[config.mk]
export PLATFORM = sky130hd
export DESIGN_NAME = spi_rgb_regs_flat
export DESIGN_NICKNAME = d
export VERILOG_FILES = /design/src/rtl/spi_rgb_pkg.sv /design/src/rtl/spi_rgb_regs_if.sv /design/src/rtl/spi_sync_edge.sv /design/src/rtl/spi_rgb_regs.sv /design/src/flat_wrapper.sv
export SDC_FILE = /design/constraint.sdc
export NUM_CORES = 1
export LEC_CHECK = 0
export BUFFER_PORTS_ARGS = -buffer_cell sky130_fd_sc_hd__buf_2
export CORE_UTILIZATION = 53
export DETAILED_ROUTE_END_ITERATION = 7
export GPL_TIMING_DRIVEN = 0
export PLACE_DENSITY_LB_ADDON = 0.12
export SETUP_SLACK_MARGIN = 0.4
export SLEW_MARGIN = 20
export SYNTH_ARGS = -nofsm -noshare
export SYNTH_HDL_FRONTEND = slang
export SYNTH_SLANG_ARGS = --single-unit
[constraint.sdc]
create_clock -name clk -period 3.6 [get_ports clk]
set_clock_uncertainty 0.1 [all_clocks]
set_input_delay 0.18 -clock clk [delete_from_list [all_inputs] [get_ports clk]]
set_output_delay 0.18 -clock clk [all_outputs]
set_load 0.01 [all_outputs]
[src/rtl/spi_rgb_pkg.sv]
// Shared constants for the SPI RGB register slave: register map,
// reset defaults and controller state encoding.
package spi_rgb_pkg;

    localparam logic [6:0] ADDR_SPEED = 7'h00;
    localparam logic [6:0] ADDR_MODE  = 7'h01;
    localparam logic [6:0] ADDR_R     = 7'h02;
    localparam logic [6:0] ADDR_G     = 7'h03;
    localparam logic [6:0] ADDR_B     = 7'h04;
    localparam logic [6:0] ADDR_ID    = 7'h05;

    localparam logic [4:0] DEF_SPEED = 5'd16;
    localparam logic [2:0] DEF_MODE  = 3'b111;
    localparam logic [7:0] DEF_ID    = 8'hA5;

    typedef enum logic [2:0] {
        WAIT_CS,
        IDLE,
        CMD,
        WR_DATA,
        RD_DATA
    } state_t;

    // Only the writable registers raise the update strobe.
    function automatic logic is_rw_reg(input logic [6:0] a);
        return a <= ADDR_B;
    endfunction

endpackage

[src/rtl/spi_rgb_regs_if.sv]
// SPI pin bundle between a host (master) and the register slave.
interface spi_rgb_regs_if;

    logic spi_sck;
    logic spi_cs_n;
    logic spi_mosi;
    logic spi_miso;
    logic spi_miso_oe;

    modport master (
        output spi_sck, spi_cs_n, spi_mosi,
        input  spi_miso, spi_miso_oe
    );

    modport slave (
        input  spi_sck, spi_cs_n, spi_mosi,
        output spi_miso, spi_miso_oe
    );

endinterface

[src/rtl/spi_sync_edge.sv]
// Two-flop synchroniser for an asynchronous pin with rise/fall detect.
module spi_sync_edge (
    input  logic clk,
    input  logic rst,
    input  logic d,
    output logic q,
    output logic rise,
    output logic fall
);

    logic meta;
    logic sync;
    logic prev;

    always_ff @(posedge clk) begin
        if (!rst) begin
            meta <= 1'b0;
            sync <= 1'b0;
            prev <= 1'b0;
        end else begin
            meta <= d;
            sync <= meta;
            prev <= sync;
        end
    end

    assign q    = sync;
    assign rise = sync & ~prev;
    assign fall = ~sync & prev;

endmodule

[src/rtl/spi_rgb_regs.sv]
// SPI mode-0 slave register file driving speed, per-channel mode and
// static brightness of the RGB cycle stages, with readback and strobe.
module spi_rgb_regs
    import spi_rgb_pkg::*;
#(
    parameter logic [4:0] DEFAULT_SPEED = DEF_SPEED,
    parameter logic [2:0] DEFAULT_MODE  = DEF_MODE,
    parameter logic [7:0] ID_VALUE      = DEF_ID
) (
    input  logic       clk,
    input  logic       rst,
    spi_rgb_regs_if.slave spi,
    output logic [4:0] o_speed,
    output logic [2:0] o_mode,
    output logic [7:0] o_bright_r,
    output logic [7:0] o_bright_g,
    output logic [7:0] o_bright_b,
    output logic       o_update,
    output logic [6:0] o_upd_addr
);

    logic sck_q, sck_rise, sck_fall;
    logic cs_q, cs_rise, cs_fall;
    logic mosi_q, mosi_rise, mosi_fall;
    logic unused_edges;

    spi_sync_edge u_sck (
        .clk(clk), .rst(rst), .d(spi.spi_sck),
        .q(sck_q), .rise(sck_rise), .fall(sck_fall)
    );

    spi_sync_edge u_cs (
        .clk(clk), .rst(rst), .d(spi.spi_cs_n),
        .q(cs_q), .rise(cs_rise), .fall(cs_fall)
    );

    spi_sync_edge u_mosi (
        .clk(clk), .rst(rst), .d(spi.spi_mosi),
        .q(mosi_q), .rise(mosi_rise), .fall(mosi_fall)
    );

    assign unused_edges = ^{sck_q, mosi_rise, mosi_fall};

    state_t      state, state_nx;
    logic [2:0]  bit_cnt;
    logic [7:0]  rx;
    logic [7:0]  tx;
    logic [6:0]  addr;
    logic        miso;
    logic        in_frame;
    logic        byte_done;
    logic        wr_commit;
    logic [7:0]  rx_byte;
    logic [6:0]  rd_addr;
    logic [7:0]  rd_data;

    assign in_frame = !cs_q && (state == CMD || state == WR_DATA
                                || state == RD_DATA);
    assign rx_byte   = {rx[6:0], mosi_q};
    assign byte_done = in_frame && sck_rise && (bit_cnt == 3'd7);
    assign wr_commit = byte_done && (state == WR_DATA);

    always_ff @(posedge clk) begin
        if (!rst) state <= WAIT_CS;
        else      state <= state_nx;
    end

    always_comb begin
        state_nx = state;
        unique case (state)
            WAIT_CS: if (cs_q) state_nx = IDLE;
            IDLE:    if (cs_fall) state_nx = CMD;
            CMD:     if (byte_done)
                         state_nx = rx_byte[7] ? RD_DATA : WR_DATA;
            default: state_nx = state;
        endcase
        if (cs_rise) state_nx = IDLE;
    end

    // The command byte selects its own address; data bytes prefetch the next.
    assign rd_addr = (state == CMD) ? rx_byte[6:0] : addr + 7'd1;

    always_comb begin
        rd_data = 8'h00;
        unique case (rd_addr)
            ADDR_SPEED: rd_data = {3'b000, o_speed};
            ADDR_MODE:  rd_data = {5'b00000, o_mode};
            ADDR_R:     rd_data = o_bright_r;
            ADDR_G:     rd_data = o_bright_g;
            ADDR_B:     rd_data = o_bright_b;
            ADDR_ID:    rd_data = ID_VALUE;
            default:    rd_data = 8'h00;
        endcase
    end

    always_ff @(posedge clk) begin
        if (!rst) begin
            bit_cnt    <= 3'd0;
            rx         <= 8'h00;
            tx         <= 8'h00;
            addr       <= 7'd0;
            miso       <= 1'b0;
            o_speed    <= DEFAULT_SPEED;
            o_mode     <= DEFAULT_MODE;
            o_bright_r <= 8'h00;
            o_bright_g <= 8'h00;
            o_bright_b <= 8'h00;
            o_update   <= 1'b0;
            o_upd_addr <= 7'd0;
        end else begin
            o_update <= 1'b0;
            if (!in_frame) begin
                bit_cnt <= 3'd0;
                rx      <= 8'h00;
                tx      <= 8'h00;
                miso    <= 1'b0;
            end else if (sck_rise) begin
                bit_cnt <= bit_cnt + 3'd1;
                rx      <= rx_byte;
                if (byte_done) begin
                    if (state == CMD) begin
                        addr <= rx_byte[6:0];
                        if (rx_byte[7]) tx <= rd_data;
                    end else begin
                        addr <= addr + 7'd1;
                        if (state == RD_DATA) tx <= rd_data;
                    end
                end
            end else if (sck_fall) begin
                miso <= tx[7];
                tx   <= {tx[6:0], 1'b0};
            end

            if (wr_commit) begin
                o_update <= is_rw_reg(addr);
                if (is_rw_reg(addr)) o_upd_addr <= addr;
                unique case (1'b1)
                    (addr == ADDR_SPEED): o_speed    <= rx_byte[4:0];
                    (addr == ADDR_MODE):  o_mode     <= rx_byte[2:0];
                    (addr == ADDR_R):     o_bright_r <= rx_byte;
                    (addr == ADDR_G):     o_bright_g <= rx_byte;
                    (addr == ADDR_B):     o_bright_b <= rx_byte;
                    default: ;
                endcase
            end
        end
    end

    assign spi.spi_miso    = miso;
    assign spi.spi_miso_oe = !cs_q && (state != WAIT_CS);

endmodule

[src/flat_wrapper.sv]
// flat-port wrapper written by rule: the top's interface ports become plain ports
module spi_rgb_regs_flat import spi_rgb_pkg::*;
#(
    parameter logic [4:0] DEFAULT_SPEED = DEF_SPEED,
    parameter logic [2:0] DEFAULT_MODE  = DEF_MODE,
    parameter logic [7:0] ID_VALUE      = DEF_ID
)
  (clk, rst, o_speed, o_mode, o_bright_r, o_bright_g, o_bright_b, o_update, o_upd_addr, spi_spi_sck, spi_spi_cs_n, spi_spi_mosi, spi_spi_miso, spi_spi_miso_oe);
  spi_rgb_regs_if spi_i ();
  input  logic clk;
  input  logic rst;
  output logic [4:0] o_speed;
  output logic [2:0] o_mode;
  output logic [7:0] o_bright_r;
  output logic [7:0] o_bright_g;
  output logic [7:0] o_bright_b;
  output logic o_update;
  output logic [6:0] o_upd_addr;
  input wire logic [$bits(spi_i.spi_sck)-1:0] spi_spi_sck;
  input wire logic [$bits(spi_i.spi_cs_n)-1:0] spi_spi_cs_n;
  input wire logic [$bits(spi_i.spi_mosi)-1:0] spi_spi_mosi;
  output wire logic [$bits(spi_i.spi_miso)-1:0] spi_spi_miso;
  output wire logic [$bits(spi_i.spi_miso_oe)-1:0] spi_spi_miso_oe;
  assign spi_i.spi_sck = spi_spi_sck;
  assign spi_i.spi_cs_n = spi_spi_cs_n;
  assign spi_i.spi_mosi = spi_spi_mosi;
  assign spi_spi_miso = spi_i.spi_miso;
  assign spi_spi_miso_oe = spi_i.spi_miso_oe;
  spi_rgb_regs #(.DEFAULT_SPEED(DEFAULT_SPEED), .DEFAULT_MODE(DEFAULT_MODE), .ID_VALUE(ID_VALUE)) u_core (.clk(clk), .rst(rst), .spi(spi_i), .o_speed(o_speed), .o_mode(o_mode), .o_bright_r(o_bright_r), .o_bright_g(o_bright_g), .o_bright_b(o_bright_b), .o_update(o_update), .o_upd_addr(o_upd_addr));
endmodule
# Yosys cells after proc, flatten, opt, wreduce, memory -nomap -nowiden
# Cells that the tools add are included.
# W data, S select, Z words.
dict set report totals {
  ff_bits 77
  input_bits 5
  word_cells 101
}
dict set report op_classes {
  add_sub_neg 2
  n_lt_le_gt_ge 1
  eq_ne 23
  n_mux 14
  n_bitwise 10
  n_reduce_logical 29
}
# op count
set ops {}
lappend ops {{$mux W8} 6}
lappend ops {{$pmux W8 S6} 1}
lappend ops {{$eq A7 B2 Y1 const B} 4}
lappend ops {{$eq A7 B3 Y1 const B} 3}
lappend ops {{$reduce_and A2 Y1} 9}
lappend ops {{$eq A7 B1 Y1 const B} 2}
lappend ops {{$logic_not A7 Y1} 2}
lappend ops {{$mux W3} 4}
lappend ops {{$reduce_and A4 Y1} 3}
lappend ops {{$pmux W3 S3} 1}
lappend ops {{$add A7 B1 Y7 const B} 1}
lappend ops {{$le A7 B3 Y1 const B} 1}
lappend ops {{$mux W7} 1}
lappend ops {{$eq A3 B2 Y1 const B} 2}
lappend ops {{$eq A3 B3 Y1 const B} 2}
lappend ops {{$ne A3 B1 Y1 const B} 2}
lappend ops {{$ne A3 B3 Y1 const B} 2}
lappend ops {{$not A1 Y1} 6}
lappend ops {{$reduce_bool A3 Y1} 2}
lappend ops {{$logic_and A1 B1 Y1} 5}
lappend ops {{$and A1 B1 Y1} 4}
lappend ops {{$ne A2 B1 Y1 const B} 2}
lappend ops {{$ne A2 B2 Y1 const B} 2}
lappend ops {{$reduce_bool A4 Y1} 1}
lappend ops {{other kinds (10)} 11}

# Longest topological paths before layout
# Gate-level depths: netlist of the first run.
dict set report depth {
  depth_word 9
  depth_mapped 10
  depth_no_buf 8
}

# By module
# A second synthesis of the first run with hierarchy kept.
dict set report hier_totals {
  cells_unflattened 411
  area_unflattened_um2 3639.7
}
# module instances cells_each area_each_um2 seq_area_each_um2
set modules_own_cells {}
lappend modules_own_cells {spi_rgb_regs 1 387 3365.7 1381.3}
lappend modules_own_cells {spi_sync_edge 3 8 91.3 60.1}

# Worst setup path after synthesis of the first run
# Ideal clock, no wire load.
dict set report synth_path {
  kind {register -> register}
  from {register u_core.addr[1]}
  to {register u_core.tx[2]}
  setup_ns 0.074
  arrival_ns 2.259
  t_required_ns 3.426
  slack_ns 1.167
  stages_incl_launch_ff 10
  synth_period_minus_slack_ns 2.433
  path_cell_list {dfxtp_1 > ha_1 > and3_1 > clkbuf_2 > mux2_1 > o21a_1 > or4_1 > buf_2 > a31o_1 > a31oi_1}
}
dict set report synth_between {
  elab_chain_cells 8
}
# element line_no
set synth_lines {}
lappend synth_lines {{from (decl)} spi_rgb_regs.sv:48} ;# logic [6:0] addr;
lappend synth_lines {{from (signal assigned)} spi_rgb_regs.sv:122} ;# addr <= rx_byte[6:0];
lappend synth_lines {{from (signal assigned)} spi_rgb_regs.sv:125} ;# addr <= addr + 7'd1;
lappend synth_lines {{$add A7 B1 Y7 *} spi_rgb_regs.sv:81} ;# assign rd_addr = (state == CMD) ? rx_byte[6:0] : addr + 7'd1;
lappend synth_lines {{$mux W7 *} spi_rgb_regs.sv:81}
lappend synth_lines {{$eq A7 B3 Y1, or another cell as far along} spi_rgb_regs.sv:85} ;# unique case (rd_addr)
lappend synth_lines {{$pmux W8 S6 *} spi_rgb_regs.sv:85}
lappend synth_lines {{$mux W8 (on tied branches)} {spi_rgb_regs.sv:126, spi_rgb_regs.sv:123}}
lappend synth_lines {{$mux W8 *} spi_rgb_regs.sv:121} ;# if (state == CMD) begin
lappend synth_lines {{$mux W8 *} spi_rgb_regs.sv:120} ;# if (byte_done) begin
lappend synth_lines {{$mux W8 *} spi_rgb_regs.sv:117} ;# end else if (sck_rise) begin
lappend synth_lines {{to (signal assigned)} spi_rgb_regs.sv:123} ;# if (rx_byte[7]) tx <= rd_data;
lappend synth_lines {{to (signal assigned)} spi_rgb_regs.sv:126} ;# if (state == RD_DATA) tx <= rd_data;
lappend synth_lines {{to (signal assigned)} spi_rgb_regs.sv:131} ;# tx <= {tx[6:0], 1'b0};
lappend synth_lines {{to (decl)} spi_rgb_regs.sv:47} ;# logic [7:0] tx;
# Every way passes the cells marked *; elsewhere a longest branch is shown, timed or not. The select of a mux whose other input is x is not followed.
# A chain may end at the register's enable or synchronous reset.

# Final worst setup path of the first run
dict set report layout_path {
  from {register u_core.addr[1]}
  to {register u_core.tx[0]}
}
# The elaborated chain is that of the path after synthesis.

==> results of run 1 <==
==> where the power goes <==
| group | internal (uW) | switching (uW) |
|---|---|---|
| Combinational | 16.0 | 33.5 |
| Sequential | 855 | 2.64 |
| Clock | 268 | 336 |
==> sequential cells by signal (all words and copies together) (netlist names) <==
signal and count:
u_core.o_speed 5, u_core.o_bright_g 8, u_core.o_upd_addr 7, u_core.spi.spi_miso 1
u_core.rx 7, u_core.state 3, u_core.u_mosi.meta 1, u_core.u_cs.meta 1
u_core.u_sck.meta 1, u_core.u_sck.prev 1, u_core.o_mode 3, u_core.o_update 1
u_core.u_cs.q 1, u_core.bit_cnt 3, u_core.u_mosi.q 1, u_core.addr 7
u_core.u_cs.prev 1, u_core.o_bright_b 8, u_core.u_sck.q 1, u_core.tx 8
u_core.o_bright_r 8
==> per-layer routing <==
layer,global-route usage,up-vias,routed length [um]
met3,0.05169,21,723
met2,0.4277,148,4383
li1,-,1612,-
met5,0,-,0
met4,0.1207,0,216
met1,0.4028,1586,4360
==> worst register-to-register path, stage by stage (launching register included) <==
cell and delay, ns:
dfxtp_1 0.45, ha_1 0.28, xor2_1 0.39, nor4b_1 0.16
or2_2 0.31, clkbuf_1 0.19, a222oi_1 0.43, o21ai_0 0.19
a31o_2 0.26
==> path summary, 6_finish.rpt <==
path / cells after the start / startpoint / slack [ns] / endpoint
max reg2reg: 8 / u_core.addr[1] / 0.73 / u_core.tx[0]
min reg2reg: 1 / u_core.u_mosi.meta / 0.34 / u_core.u_mosi.q
min: 3 / rst / 0.24 / u_core.state[2]
max: 8 / u_core.addr[1] / 0.73 / u_core.tx[0]
==> per-stage QoR <==
stage	cell area [um^2]	power, uW	instances	util
CTS	4006	1514	559	0.6309
finish	4006	1511	559	0.6309
global placement	3801	923.6	540	0.5986
global route	4006	1559	559	0.6309
floorplan	3480	908.7	418	-
detailed placement	3801	924.2	540	0.5986
==> cells in the mapped netlist, drive strengths merged, types with 2 or more instances <==
master / instances / area (um^2)
a31oi: 7 / 43.79
ha: 6 / 75.07
and4: 2 / 17.52
nand2: 60 / 225.2
a211oi: 4 / 30.03
nor3b: 3 / 22.52
or3: 5 / 32.53
o31ai: 4 / 30.03
a21oi: 17 / 85.08
a31o: 4 / 35.04
o21ai: 43 / 215.2
nor2b: 2 / 12.51
nor3: 9 / 50.05
nor4: 2 / 12.51
nand4: 2 / 12.51
buf: 11 / 67.57
inv: 8 / 30.03
a22oi: 10 / 75.07
a222oi: 4 / 40.04
mux2: 2 / 22.52
or2: 2 / 12.52
clkbuf: 21 / 80.07
nand2b: 4 / 25.02
and2: 8 / 50.05
dfxtp: 77 / 1541
mux2i: 15 / 162.7
nand3: 28 / 140.1
and3: 6 / 37.54
nor2: 32 / 120.1
a41oi: 2 / 17.52
==> kinds of logic after synthesis <==
kind of cell             count (synthesis)  synth area share
XOR/XNOR                                 2          0.005035
flip-flops                              77            0.4430
multiplexers                            17           0.05322
buffers and inverters                   40           0.05106
adder cells (fa/ha/maj)                  6           0.02157
AND/OR/NAND/NOR                        169            0.2312
AO/OA/AOI/OAI                          107            0.1949
==> layout by cell type (no fill, tap or decap), drive strengths merged, types with 7 or more instances in the layout <==
master and count:
a21oi 17, a22oi 10, a31oi 7, and2 8
buf 56, clkbuf 31, dfxtp 77, inv 9
mux2i 15, nand2 60, nand3 28, nor2 32
nor3 9, o21ai 43
==> cell type report <==
cell class | instances | area (um^2)
Fill cell | 569 | 2344
Multi-Input combinational cell | 301 | 1760
Sequential cell | 77 | 1541
Timing Repair Buffer | 48 | 255.2
Buffer | 32 | 147.6
Clock buffer | 10 | 137.6
Tap cell | 77 | 96.34
Clock inverter | 6 | 37.54
Inverter | 8 | 30.03
==> flow_summary.yaml, run 1 <==
critical_path:
  critPathBufInv: 1
  cp_top_family: "compound AO/OA/AOI/OAI gates"
  slowest_delay_ns: 0.45
  path_cells: "ha_1 > xor2_1 > nor4b_1 > or2_2 > clkbuf_1 > a222oi_1 > o21ai_0 > a31o_2"
  required_ns: 3.76
  crit_type: "flop to flop"
  cp-end-kind: "flop"
  crit_slowest_cell: "dfxtp_1"
  crit_arrival_ns: 3.03
  startpoint_type: "flop"
  critPathMaxFanout: 6
clock_tree:
  cts.sinks: 77
  cts.path.max_buffers: 2
  cts_resized: 0
  cts_tree: "built"
  cts_root_buffer: "clkbuf_8"
  h-tree-depth: 3
  cts_setup_buffers: 0
  cts_hold_buf: 3
  clk_latency_ns: 0.36
  clk_pin_slew_ns: 0.08
  cts_buffers: 9
finish:
  n_antenna_cell: 0
  syn2layout_area_growth_pct: 15.14
  drive_above_1_share: 0.1639
  final_nets: 488
pwr:
  power.leakage_uw: 0.001598
  power_density_nw_per_um2: 377.2
  ir_drop_mv: 0.2460
synth:
  synth-edff-count: 0
  syn_nets: 429
  ys_seq_area_frac: 0.4430
  syn_area_um2: 3480
  synth_flop_cell: "dfxtp_1"
  synth.distinct_cells: 58
  ys_async_sr_fraction: 0
  ys_ff_latch: 77
  syn_avg_cell_area_um2: 8.324
  ys_warn_count: 0
  syn-instance-count: 418
routing:
  drt-initial-drc-count: 415
  wl_per_cell_um: 17.32
  first_pass_iters: 7
  via_per_inst: 6.023
  postRouteAntennaNets: 0
  drc: 0
  finalWirelength_mm: 9.683
  dr_total_vias: 3367
global_route:
  grt_max_degree: 14
  grt-ovfl-total: 0
  grt_pass1_wl_mm: 15.24
  grt_pass1_vias: 2952
  grt_antenna_before_repair: 0
  grt_use_total: 0.2851
timing:
  fin_crit_sh: 0.7965
  min_period_ns: 2.867
  max_freq_mhz: 348.8
  worst_pin_slew_ns: 0.9441
  setup_viol: 0
  slew_headroom: 0.3652
  rsz0062_at_grt: "no"
  hold_viol: 0
  slew_viol_final: 0
  fin_setup_tns_ns: 0
  fin_ws_ns: 0.7327
  whs_ns: 0.2422
placed_design:
  pre_cts_ws_ns: 0.7876
  gp_congestion: 0.8306
  hpwlAfterDp_mm: 6.766
  io_buffer_count: 45
die:
  num_rows: 29
  dieArea_um2: 6893
  initial_core_util: 0.5480
  die_x_um: 83.03
  ios: 47
  core_um2: 6350
  die_h_um: 83.03
status:
  status: "finished, final reports clean"
min_path:
  hold_class: "primary input to flop"
job:
  max_cap_viol_count: 0
Note: power is estimated with default switching activity, not from simulation.
==> run 2: changes to the inputs <==
--- a/config.mk
+++ b/config.mk
@@ -5,6 +5,7 @@
 export SDC_FILE = /design/constraint.sdc
 export NUM_CORES = 1
 export LEC_CHECK = 0
+export ABC_AREA = 1
 export BUFFER_PORTS_ARGS = -buffer_cell sky130_fd_sc_hd__buf_2
 export CORE_UTILIZATION = 53
 export DETAILED_ROUTE_END_ITERATION = 7
==> constraint.sdc (replaced) <==
create_clock -name clk -period 3 [get_ports clk]
set_clock_uncertainty 0.1 [all_clocks]
set_input_delay 0.15 -clock clk [delete_from_list [all_inputs] [get_ports clk]]
set_output_delay 0.15 -clock clk [all_outputs]
set_load 0.01 [all_outputs]
==> run 2 against run 1 <==
Compared with the run above: critical path type unchanged; non-clock buffer count is 11 lower; combinational power grew to 10 times the previous value; synthesized cell count increased by 17%; core utilization grew 1.7 points; critical endpoint is now u_core.tx[7]; setup slack worse by 0.18 ns; total power grew 63%; highest routed layer unchanged; flip-flop and latch count is the same; global-route usage grew 1.4 points.
==> flow_summary.yaml, run 2 <==
status:
  status: "finished, final reports clean"
routing:
  postRouteAntennaNets: 0
  wl_per_cell_um: 16.32
  first_pass_iters: 7
  via_per_inst: 5.859
  drt-initial-drc-count: 407
  drc: 0
  dr_total_vias: 3697
  finalWirelength_mm: 10.30
finish:
  fin_area_um2: 4212
  n_fill_cell: 597
  n_antenna_cell: 0
  final_common_cell: "nand2_1"
  syn2layout_area_growth_pct: 15.91
  stdcell_count: 631
  drive_above_1_share: 0.1913
  final_nets: 560
  final_cell_mix: "nand2_1 (91), dfxtp_1 (77), a21oi_1 (56), buf_2 (51), inv_1 (46)"
placed_design:
  hpwlAfterDp_mm: 7.421
  postPlaceCellArea_um2: 3960
  dp_cells: 612
  io_buffer_count: 46
  gp_congestion: 0.9130
  pre_cts_ws_ns: 0.6173
synth:
  syn_avg_cell_area_um2: 7.430
  yosys-top-cells-area: "dfxtp_1 (42%), nand2_1 (9.4%), a21oi_1 (7.7%)"
  synth-edff-count: 0
  synth.distinct_cells: 37
  syn-instance-count: 489
  synth_common_cells: "nand2_1 (91), dfxtp_1 (77), a21oi_1 (56)"
  syn_nets: 500
  ys_warn_count: 0
  synth.most_common_cell: "nand2_1"
  ys_ff_latch: 77
  syn_area_um2: 3633
  synth_flop_cell: "dfxtp_1"
  ys_seq_area_frac: 0.4242
  ys_async_sr_fraction: 0
  synth_top_area_share: 0.4242
  yosysTopAreaCell: "dfxtp_1"
pwr:
  pwr-share-clk: 0.360
  switching_share: 0.3197
  pwr-share-comb: 0.209
  seq_power_share: 0.431
  total_power_uw: 2468
  ir_drop_mv: 0.4327
  switching_power_uw: 789.0
  p_int_uw: 1679
  power_density_nw_per_um2: 585.9
  power.leakage_uw: 0.001896
die:
  initial_core_util: 0.5594
  dieArea_um2: 7191
  die_x_um: 84.80
  num_rows: 29
  ios: 47
  core_um2: 6495
  die_h_um: 84.80
critical_path:
  cp-end-kind: "flop"
  rrSetupSlack_ns: 0.56
  r2r-start: "u_core.addr[0]"
  worstReg2RegEnd: "u_core.tx[7]"
  startpoint_type: "flop"
  crit_type: "flop to flop"
  r2r_cells: 12
  critPathMaxFanout: 10
  crit_arrival_ns: 2.64
  required_ns: 3.20
timing:
  hold_viol: 0
  min_period_ns: 2.443
  fin_ws_ns: 0.5574
  slew_viol_final: 0
  worst_pin_slew_ns: 0.6207
  max_freq_mhz: 409.4
  fin_setup_tns_ns: 0
  setup_viol: 0
  fin_crit_sh: 0.8142
  rsz0062_at_grt: "no"
  slew_headroom: 0.5862
clock_tree:
  cts.path.max_buffers: 2
  clk_pin_slew_ns: 0.08
  clk_latency_ns: 0.36
  cts_resized: 0
  cts.sinks: 77
  cts_setup_buffers: 0
  cts_root_buffer: "clkbuf_8"
  h-tree-depth: 3
  cts_buffers: 9
  cts_tree: "built"
min_path:
  hp-start: "rst"
  hold_path_depth: 3
  hold_end: "u_core.addr[0]"
  hold_class: "primary input to flop"
global_route:
  grt_pass1_wl_mm: 16.40
  grt_pass1_vias: 3297
  grt_use_total: 0.2995
  grt_max_degree: 15
  grt_antenna_before_repair: 0
  grt-ovfl-total: 0
job:
  max_cap_viol_count: 0
-- run 2: changes by cell type after synthesis, moves of 8 or more --
cell	delta
a21oi_1	+39
inv_1	+38
nand2_1	+31
clkbuf_1	-12
a22oi_1	-9
nor2_1	+8
nand4_1	+17
mux2i_1	-14
-- run 2: worst max path at each step --
stage / startpoint / endpoint / slack (ns) / cells past startpoint
2_1_floorplan: u_core.addr[0] / u_core.tx[2] / 1.05 / 13
3_3_place_gp: u_core.u_sck.q / u_core.o_bright_g[2] / 0.62 / 10
3_5_place_dp: u_core.u_sck.q / u_core.o_bright_g[2] / 0.62 / 10
4_1_cts: u_core.u_sck.q / u_core.o_bright_g[7] / 0.58 / 10
5_1_grt: u_core.u_sck.q / u_core.o_bright_g[2] / 0.41 / 10
6_report: u_core.addr[0] / u_core.tx[7] / 0.56 / 12
-- run 2: kinds of logic after synthesis --
kind of cell / after synthesis / share of synthesized area
flip-flops: 77 / 0.4242
adder cells (fa/ha/maj): 6 / 0.02066
buffers and inverters: 75 / 0.09263
AO/OA/AOI/OAI: 125 / 0.1897
XOR/XNOR: 1 / 0.002411
AND/OR/NAND/NOR: 205 / 0.2703
-- run 2: repair_timing --
action                                  in CTS  in global routing
endpoints found under the setup margin       0                  0
hold endpoints to repair                     3                  0
hold buffers                                 3                  0
-- run 2: area by class of cell --
type | instances | area [um^2] | area share
well taps | 77 | 96.34 | 0.02288
repair buffers | 49 | 260.3 | 0.06179
flip-flops and latches | 77 | 1541 | 0.3660
inverters | 55 | 212.7 | 0.05051
clock buffers | 10 | 127.6 | 0.03030
multi-input cells | 337 | 1755 | 0.4168
plain buffers | 20 | 123.9 | 0.02941
clock inverters | 6 | 93.84 | 0.02228
-- run 2: stage by stage --
stage | utilization | hold WS, ns
after global routing | 0.6484 | 0.04958
after global placement | 0.6097 | 0.2367
after floorplan | - | 0.1476
after detailed placement | 0.6097 | 0.2388
after CTS | 0.6484 | 0.009254
final | 0.6484 | 0.01724
-- run 2: layer usage --
| layer | share of wire | vias up | GRT usage |
|---|---|---|---|
| met4 | 0.038 | 0 | 0.1772 |
| li1 | - | 1758 | - |
| met2 | 0.45 | 181 | 0.4760 |
| met5 | 0 | - | 0 |
| met1 | 0.43 | 1719 | 0.3868 |
| met3 | 0.081 | 39 | 0.04523 |
-- run 2: power groups by stage --
stage          Clock (uW)  Combinational, uW  Sequential [uW]
4_1_cts               889                503             1060
2_1_floorplan           0                382             1080
3_3_place_gp            0                490             1090
5_1_grt               943                566             1070
6_report              888                516             1060
3_5_place_dp            0                496             1090
-- run 2: critical path, stage by stage (launching register included) --
cell and delay, ns:
dfxtp_1 0.47, ha_1 0.29, nand2_1 0.11, o21ai_0 0.15, nand2_1 0.07, nand2_1 0.05, nand2_1 0.06, nor2_1 0.20
buf_2 0.25, nand3_1 0.20, nand2_1 0.11, o21ai_0 0.14, a21oi_1 0.18
==> run 3: changes to the inputs <==
--- a/config.mk
+++ b/config.mk
@@ -5,9 +5,9 @@
 export SDC_FILE = /design/constraint.sdc
 export NUM_CORES = 1
 export LEC_CHECK = 0
-export ABC_AREA = 1
+export ABC_AREA = 0
 export BUFFER_PORTS_ARGS = -buffer_cell sky130_fd_sc_hd__buf_2
-export CORE_UTILIZATION = 53
+export CORE_UTILIZATION = 51
 export DETAILED_ROUTE_END_ITERATION = 7
 export GPL_TIMING_DRIVEN = 0
 export PLACE_DENSITY_LB_ADDON = 0.12
==> constraint.sdc (replaced) <==
create_clock -name clk -period 2.2 [get_ports clk]
set_clock_uncertainty 0.1 [all_clocks]
set_input_delay 0.11 -clock clk [delete_from_list [all_inputs] [get_ports clk]]
set_output_delay 0.11 -clock clk [all_outputs]
set_load 0.01 [all_outputs]
==> run 3 against run 2 <==
Compared with the run above: the flow now finishes with violations (negative setup slack); non-clock buffer count rose by 56; global-route usage rose by 2.6 points; sequential share of layout area fell by 5.9 points; routed wire length rose by 17%; die area fell by 0.47%.
==> flow_summary.yaml, run 3 (synthesized netlist as in run 1, its figures left out) <==
finish:
  final_common_cell: "dfxtp_1"
  final_cell_mix: "dfxtp_1 (71), nand2_1 (53), buf_2 (46), nor2_1 (29), buf_4 (27)"
  syn2layout_area_growth_pct: 45.88
  final_nets: 533
  final_core_util: 0.7859
  multiInputGateArea_um2: 2243
  n_fill_cell: 417
  fin_area_um2: 5076
  seq_area_um2: 1556
  n_antenna_cell: 0
  drive_above_1_share: 0.4099
timing:
  fin_ws_ns: -0.3090
  setup_viol: 9
  rsz0062_at_grt: "yes"
  fin_crit_sh: 1.140
  max_freq_mhz: 398.6
  worst_pin_slew_ns: 0.7625
  hold_viol: 0
  slew_headroom: 0.4916
  slew_viol_final: 0
  min_period_ns: 2.509
min_path:
  hold_class: "primary input to flop"
global_route:
  grt_max_degree: 14
  grt_antenna_before_repair: 0
  grt_use_total: 0.3255
  grt-ovfl-total: 0
  grt_pass1_vias: 3455
  grt_pass1_wl_mm: 17.99
routing:
  dr_total_vias: 3822
  postRouteAntennaNets: 0
  drc: 0
  first_pass_iters: 8
  via_per_inst: 6.328
  finalWirelength_mm: 12.10
  wl_per_cell_um: 20.03
  drt-initial-drc-count: 496
placed_design:
  io_buffer_count: 45
  gp_congestion: 0.8827
  hpwlAfterDp_mm: 6.843
  pre_cts_ws_ns: -0.3850
  postPlaceCellArea_um2: 3910
clock_tree:
  h-tree-depth: 3
  cts_root_buffer: "clkbuf_8"
  cts_tree: "built"
  cts_buffers: 9
  cts.sinks: 77
  cts.path.max_buffers: 2
  clk_latency_ns: 0.36
  clk_pin_slew_ns: 0.08
critical_path:
  crit_type: "flop to flop"
  critPathMaxFanout: 6
  required_ns: 2.36
  startpoint_type: "flop"
  crit_arrival_ns: 2.67
  cp-end-kind: "flop"
pwr:
  ir_drop_mv: 0.4123
  power_density_nw_per_um2: 522.4
  power.leakage_uw: 0.002013
die:
  ios: 47
  core_um2: 6459
  die_h_um: 84.60
  die_x_um: 84.60
  initial_core_util: 0.5387
  dieArea_um2: 7157
  num_rows: 29
status:
  violations: "negative setup slack"
  status: "finished with violations"
job:
  max_cap_viol_count: 0
## run 3: worst paths after layout
check,cells after the start,from,end,slack (ns)
worst max-delay path,9,u_core.addr[1],u_core.tx[0],-0.31
worst min-delay path,3,rst,u_core.state[1],0.21
worst max register to register,9,u_core.addr[1],u_core.tx[0],-0.31
worst min register to register,1,u_core.u_sck.meta,u_core.u_sck.q,0.34
## run 3: report_power, final
group	switching (uW)	internal, uW	total, uW
Combinational	67.9	31.6	99.5
Sequential	4.65	1400	1400
Clock	560	591	1150
## run 3: repair_timing
| action | 4_1_cts | 5_1_grt |
|---|---|---|
| setup buffers | 22 | 20 |
| setup endpoints to repair | 52 | 65 |
| hold buffers | 3 | 0 |
| pin swaps | 13 | 23 |
| endpoints found under the hold margin | 3 | 0 |
| gates cloned | 2 | 1 |
| gates resized for setup | 107 | 67 |
## run 3: cell type report
class | instances | area share
multi-input cells | 301 | 0.4420
repair buffers | 93 | 0.1321
well taps | 77 | 0.01898
clock buffers | 12 | 0.03056
inverters | 8 | 0.006902
plain buffers | 32 | 0.05226
flip-flops and latches | 77 | 0.3066
clock inverters | 4 | 0.01060
## run 3: worst max-delay path: stages (launching register included)
cell and delay [ns]:
dfxtp_4 0.36, ha_4 0.16, buf_4 0.15, xor2_4 0.28, nor4b_4 0.09, or2_4 0.26, buf_8 0.13, a222oi_1 0.44
o21ai_1 0.16, a31o_2 0.27
## run 3: layer usage
layer	vias up	routed length (um)	GRT usage
met2	271	5696	0.5292
met4	0	374	0.1310
met1	1802	4869	0.4313
met3	43	1161	0.05506
li1	1706	-	-
met5	-	0	0
## run 3: metrics by stage
stage	std cells	setup TNS (ns)	hold slack [ns]	power (uW)
6_report	604	-1.307	0.2123	2652
5_1_grt	604	-2.016	0.2306	2724
4_1_cts	583	-1.414	0.1885	2629
3_5_place_dp	540	-3.475	0.2225	1515
3_3_place_gp	540	-3.137	0.2150	1514
2_1_floorplan	418	-0.3363	0.1373	1489
